**src/rtl/wait_state_mem_responder_if.sv**
```systemverilog
// Request/response bus between the CPU memory port and the wait-state responder.
interface wait_state_mem_responder_if;
    logic        req;
    logic        wr;
    logic [1:0]  size;
    logic [31:0] addr;
    logic [31:0] wdata;
    logic        busy;
    logic        ready;
    logic        err;
    logic [31:0] rdata;

    // Requester side: drives the request, observes the response.
    modport master (
        output req, wr, size, addr, wdata,
        input  busy, ready, err, rdata
    );

    // Responder side: samples the request, drives the response.
    modport slave (
        input  req, wr, size, addr, wdata,
        output busy, ready, err, rdata
    );
endinterface

```
**src/rtl/wait_state_mem_responder.sv**
```systemverilog
// Word-organised data memory with a req/ready handshake and WAIT_STATES programmable
// wait cycles. Byte/halfword/word stores, misaligned and out-of-range accesses are
// rejected with err instead of touching storage.
module wait_state_mem_responder #(
    parameter int unsigned DEPTH_WORDS = 64,
    parameter int unsigned WAIT_STATES = 2
) (
    input logic                       clk,
    input logic                       reset,
    wait_state_mem_responder_if.slave bus
);
    localparam int unsigned AW = (DEPTH_WORDS > 1) ? $clog2(DEPTH_WORDS) : 1;
    localparam int unsigned CW = (WAIT_STATES > 1) ? $clog2(WAIT_STATES) : 1;
    // Unused when WAIT_STATES is 0 since WAIT is never entered then.
    localparam logic [CW-1:0] LAST_WAIT = CW'(WAIT_STATES - 1);

    typedef enum logic [1:0] {StIdle, StWait, StResp} state_e;

    state_e          state_q, state_d;
    logic [CW-1:0]   cnt_q, cnt_d;
    logic            wr_q;
    logic [1:0]      size_q;
    logic [31:0]     addr_q;
    logic [31:0]     wdata_q;
    logic            err_q, err_d;
    logic [31:0]     rdata_q, rdata_d;
    logic [31:0]     mem [DEPTH_WORDS];

    logic            cur_wr;
    logic [1:0]      cur_size;
    logic [31:0]     cur_addr;
    logic [31:0]     cur_wdata;
    logic            access_err;
    logic            enter_resp;
    logic            commit;
    logic [AW-1:0]   word_idx;
    logic [31:0]     old_word;
    logic [31:0]     merged;

    // In IDLE the live bus is the transaction (needed when WAIT_STATES is 0); afterwards
    // the captured copy is used so the requester may change its inputs freely.
    always_comb begin
        if (state_q == StIdle) begin
            cur_wr    = bus.wr;
            cur_size  = bus.size;
            cur_addr  = bus.addr;
            cur_wdata = bus.wdata;
        end else begin
            cur_wr    = wr_q;
            cur_size  = size_q;
            cur_addr  = addr_q;
            cur_wdata = wdata_q;
        end
    end

    // Reject reserved size, misalignment and any address past the last stored word.
    always_comb begin
        access_err = 1'b0;
        case (cur_size)
            2'b00:   access_err = (cur_addr[1:0] != 2'b00);
            2'b01:   access_err = cur_addr[0];
            2'b10:   access_err = 1'b0;
            default: access_err = 1'b1;
        endcase
        // No masking of high bits: anything beyond the array errors, never aliases.
        if ({2'b00, cur_addr[31:2]} >= DEPTH_WORDS) begin
            access_err = 1'b1;
        end
    end

    assign word_idx = cur_addr[AW+1:2];
    assign old_word = mem[word_idx];

    // Post-write word: little-endian lane merge of the store data into the old word.
    always_comb begin
        merged = old_word;
        if (cur_wr) begin
            case (cur_size)
                2'b00:   merged = cur_wdata;
                2'b01:   merged[{cur_addr[1], 4'b0000} +: 16] = cur_wdata[15:0];
                2'b10:   merged[{cur_addr[1:0], 3'b000} +: 8] = cur_wdata[7:0];
                default: merged = old_word;
            endcase
        end
    end

    // Next state, wait counter and the RESP-entry strobe.
    always_comb begin
        state_d    = state_q;
        cnt_d      = cnt_q;
        enter_resp = 1'b0;
        unique case (state_q)
            StIdle: begin
                if (bus.req) begin
                    if (WAIT_STATES == 0) begin
                        state_d    = StResp;
                        enter_resp = 1'b1;
                    end else begin
                        state_d = StWait;
                        cnt_d   = '0;
                    end
                end
            end
            StWait: begin
                if (cnt_q == LAST_WAIT) begin
                    state_d    = StResp;
                    enter_resp = 1'b1;
                end else begin
                    cnt_d = cnt_q + 1'b1;
                end
            end
            StResp:  state_d = StIdle;
            default: state_d = StIdle;
        endcase
    end

    // Response registers: loaded on RESP entry, err is a one-cycle flag, rdata holds.
    always_comb begin
        commit  = enter_resp && !access_err && cur_wr;
        err_d   = 1'b0;
        rdata_d = rdata_q;
        if (enter_resp) begin
            err_d   = access_err;
            rdata_d = access_err ? 32'h0 : merged;
        end
    end

    // State, counter, response and captured-request registers.
    always_ff @(posedge clk or negedge reset) begin
        if (!reset) begin
            state_q <= StIdle;
            cnt_q   <= '0;
            err_q   <= 1'b0;
            rdata_q <= 32'h0;
            wr_q    <= 1'b0;
            size_q  <= 2'b00;
            addr_q  <= 32'h0;
            wdata_q <= 32'h0;
        end else begin
            state_q <= state_d;
            cnt_q   <= cnt_d;
            err_q   <= err_d;
            rdata_q <= rdata_d;
            if (state_q == StIdle && bus.req) begin
                wr_q    <= bus.wr;
                size_q  <= bus.size;
                addr_q  <= bus.addr;
                wdata_q <= bus.wdata;
            end
        end
    end

    // Storage survives reset; a reset during WAIT forces IDLE so no commit can occur.
    always_ff @(posedge clk) begin
        if (commit) begin
            mem[word_idx] <= merged;
        end
    end

    assign bus.busy  = (state_q != StIdle);
    assign bus.ready = (state_q == StResp);
    assign bus.err   = err_q;
    assign bus.rdata = rdata_q;
endmodule
```
**src/flat_wrapper.sv**
```systemverilog
// flat-port wrapper written by rule: the top's interface ports become plain ports
module wait_state_mem_responder_flat 
#(
    parameter int unsigned DEPTH_WORDS = 64,
    parameter int unsigned WAIT_STATES = 2
)
  (clk, reset, bus_req, bus_wr, bus_size, bus_addr, bus_wdata, bus_busy, bus_ready, bus_err, bus_rdata);
  wait_state_mem_responder_if bus_i ();
  input logic clk;
  input logic reset;
  input wire logic [$bits(bus_i.req)-1:0] bus_req;
  input wire logic [$bits(bus_i.wr)-1:0] bus_wr;
  input wire logic [$bits(bus_i.size)-1:0] bus_size;
  input wire logic [$bits(bus_i.addr)-1:0] bus_addr;
  input wire logic [$bits(bus_i.wdata)-1:0] bus_wdata;
  output wire logic [$bits(bus_i.busy)-1:0] bus_busy;
  output wire logic [$bits(bus_i.ready)-1:0] bus_ready;
  output wire logic [$bits(bus_i.err)-1:0] bus_err;
  output wire logic [$bits(bus_i.rdata)-1:0] bus_rdata;
  assign bus_i.req = bus_req;
  assign bus_i.wr = bus_wr;
  assign bus_i.size = bus_size;
  assign bus_i.addr = bus_addr;
  assign bus_i.wdata = bus_wdata;
  assign bus_busy = bus_i.busy;
  assign bus_ready = bus_i.ready;
  assign bus_err = bus_i.err;
  assign bus_rdata = bus_i.rdata;
  wait_state_mem_responder #(.DEPTH_WORDS(DEPTH_WORDS), .WAIT_STATES(WAIT_STATES)) u_core (.clk(clk), .reset(reset), .bus(bus_i));
endmodule
```
**config.mk**
```make
export PLATFORM = sky130hd
export DESIGN_NAME = wait_state_mem_responder_flat
export DESIGN_NICKNAME = d
export VERILOG_FILES = /design/src/rtl/wait_state_mem_responder_if.sv /design/src/rtl/wait_state_mem_responder.sv /design/src/flat_wrapper.sv
export SDC_FILE = /design/constraint.sdc
export NUM_CORES = 2
export LEC_CHECK = 0
export ABC_AREA = 1
export CORE_ASPECT_RATIO = 0.7
export CORE_MARGIN = 2
export CORE_UTILIZATION = 60
export DETAILED_ROUTE_END_ITERATION = 8
export PLACE_DENSITY = 0.77
export SYNTH_ARGS = -nofsm -noshare
export SYNTH_HDL_FRONTEND = slang
export SYNTH_SLANG_ARGS = --single-unit
```
**constraint.sdc**
```tcl
create_clock -name clk -period 6.82 [get_ports clk]
set_input_delay 1.364 -clock clk [delete_from_list [all_inputs] [get_ports clk]]
set_output_delay 1.364 -clock clk [all_outputs]
set_load 0.01 [all_outputs]
```
==> results.cfg <==
[worst_setup_path]
critical_path.slowest_cell = inv_2
crit_path_start_kind = register
critPathMostFrequentCell = nand2_1
path_cells = nor2_4 -> nand2_1 -> nand2_4 -> buf_12 -> buf_12 -> buf_4 -> nand2_1 -> nand3_1 -> nand4_1 -> nand2_1 -> nand2_1 -> nor2_1 -> nand2_1 -> nand2_1 -> nand2_1 -> nand3_1 -> nand2_1 -> inv_2 -> buf_4
end_kind = register
cp_max_fo = 57
crit_type = reg -> reg
critPathArrivalTime_ns = 6.68
slowest_delay_ns = 0.67
reg2reg_depth = 19
worst_ep_required_time_ns = 7.46

[timing]
finalCritPeriodShare_pct = 88.63
drv_slew = 0
maxSlewHeadroom_pct = 15.09
finalSetupViolCount = 0
report.final.hold_viol_count = 0
tightestPinTransition_ns = 1.274
rsz0062_at_grt = no
finalSetupTns_ns = 0
finalCriticalPeriod_ns = 6.044
fin_skew_ns = 0.04246
max_freq_mhz = 165.4

[final_layout]
synthToLayoutAreaGrowth_pct = 12.52
final_cell_mix = nand2_1, edfxtp_1, nand3_1
layout.nets = 7458
drive_gt1_share_pct = 8.347
mostFrequentLayoutCell = nand2_1

[floorplanning]
chipHeight_microns = 320.8
coreArea_sq_um = 142700
die_x_microns = 456.5
boundaryPins = 105
die_area_sq_um = 146400
initial_core_util_pct = 60.28
num_rows = 116

[place]
gp_congestion = 1.019
dpl.hpwl_microns = 152700
io_buffers = 104

[synth]
yosys_warnings = 0
synthCells = 7248
syn_avg_cell_area_sq_um = 11.87
yosys.area.top_type_share_pct = 71.50
syn_area_sq_um = 86010
synth-seq-cells = 2151
synth_area_leader_cell = edfxtp_1
synth_fp_nets = 7321
seq_area_frac_synth_pct = 74.50
ys_types = 39
synthTopCellsByArea = edfxtp_1, nand2_1, nand3_1

[route]
first_pass_iters = 9
wl_per_cell_microns = 28.09
antenna_left = 0
route.detailed.drc = 11
drt_iter0_drc = 11820
num_vias = 60760
routed_wl_microns = 264800
via_per_inst = 6.445

[clocking]
cts_resized = 0
root_buffer = clkbuf_16
cts_hold_buf = 0
clock_latency_ns = 0.86
cts_max_path_buffers = 3
cts.sinks = 2151
post_cts_buffers = 0
clk_pin_slew_ns = 0.07
tritoncts = yes
cts_buffers = 187
cts_htree_levels = 4

[worst_hold_path]
hold_path.class = in -> async

[outcome]
status = finished, violations left
violations = DRC

[global_routing]
grt_max_degree = 132
grt-ovfl-total = 0
antenna_found_initial = 10
grt_pass1_wl_microns = 379300
grtUsageTotal_pct = 35.77
grt_pass1_vias = 56410

[job]
maxCapViolCount = 0
## cell type report
class,instances,area (sq um)
antenna,4,10.01
clock inverter,95,792.0
tap,1888,2362
sequential,2151,64080
multi-input combinational,4539,20330
inverter,147,559.3
fill,9540,45900
clock buffer,245,4961
timing repair buffer,359,3686
## sequential cells by signal (all words and copies together) (netlist names)
signal and cells:
u_core.mem 2048, u_core.addr_q 32, u_core.bus.rdata 32, u_core.wdata_q 32, u_core.size_q 2, u_core.state_q 2
u_core.bus.err 1, u_core.cnt_q 1, u_core.wr_q 1
## worst paths after layout
path / from / end / slack [ns]
worst max-delay path: u_core.state_q[1] / u_core.mem[37][20] / 0.78
worst min register to register: u_core.size_q[0] / u_core.size_q[0] / 0.48
max in group asynchronous: reset / u_core.addr_q[2] / 5.07
min in group clk: u_core.size_q[0] / u_core.size_q[0] / 0.48
worst max register to register: u_core.state_q[1] / u_core.mem[37][20] / 0.78
worst min-delay path: reset / u_core.wdata_q[15] / 0.48
## per-stage QoR
stage	area (sq um)	hold WS [ns]	setup slack, ns	std cells	utilization [%]
after floorplan	86010	0.4354	0.5348	7248	-
after global placement	91000	0.4599	0.5361	9082	63.78
after detailed placement	91010	0.4489	0.4740	9084	63.79
after CTS	96760	0.4610	1.081	9424	67.82
after global routing	96760	0.4996	0.5326	9424	67.82
final	96770	0.4800	0.7757	9428	67.83
## logic make-up after synthesis
family	count (synthesis)	share of synthesized area, %
buffers and inverters	558	2.656
DFF	2151	74.50
adders and majority gates	3	0.04365
and+or+nand+nor	4251	20.91
AOI/OAI and AO/OA	285	1.893
## per-layer routing
metal | GRT usage, % | share of wire, %
met3 | 14.15 | 18
met4 | 14.21 | 4.5
met5 | 0 | 0.088
met2 | 49.66 | 41
met1 | 50.84 | 36
## critical path, delay by kind of cell, from the launching register on
kind | cells | cell delay (ns)
simple gates | 14 | 3.19
buf+inv | 5 | 2.06
flops | 1 | 0.44
## cell usage after synthesis (all sizes together)
| master | number |
|---|---|
| buf | 195 |
| a31oi | 1 |
| o41ai | 1 |
| a2111oi | 3 |
| nand3b | 6 |
| nand2 | 2709 |
| a21boi | 11 |
| nand3 | 1028 |
| clkinv | 5 |
| nor3 | 16 |
| a22o | 8 |
| nor2 | 231 |
| o2111ai | 2 |
| or2 | 4 |
| inv | 142 |
| o211ai | 12 |
| a21oi | 94 |
| o22a | 1 |
| a22oi | 7 |
| ha | 3 |
| nor4 | 7 |
| and3 | 1 |
| edfxtp | 2048 |
| o32ai | 4 |
| o31ai | 3 |
| o221ai | 7 |
| nand4 | 248 |
| o22ai | 10 |
| dfrtp | 103 |
| and2 | 1 |
| clkbuf | 216 |
| o21ai | 121 |
Power is not shown: default switching activity piles up to over one toggle a cycle in this logic, so the estimate is an artifact.
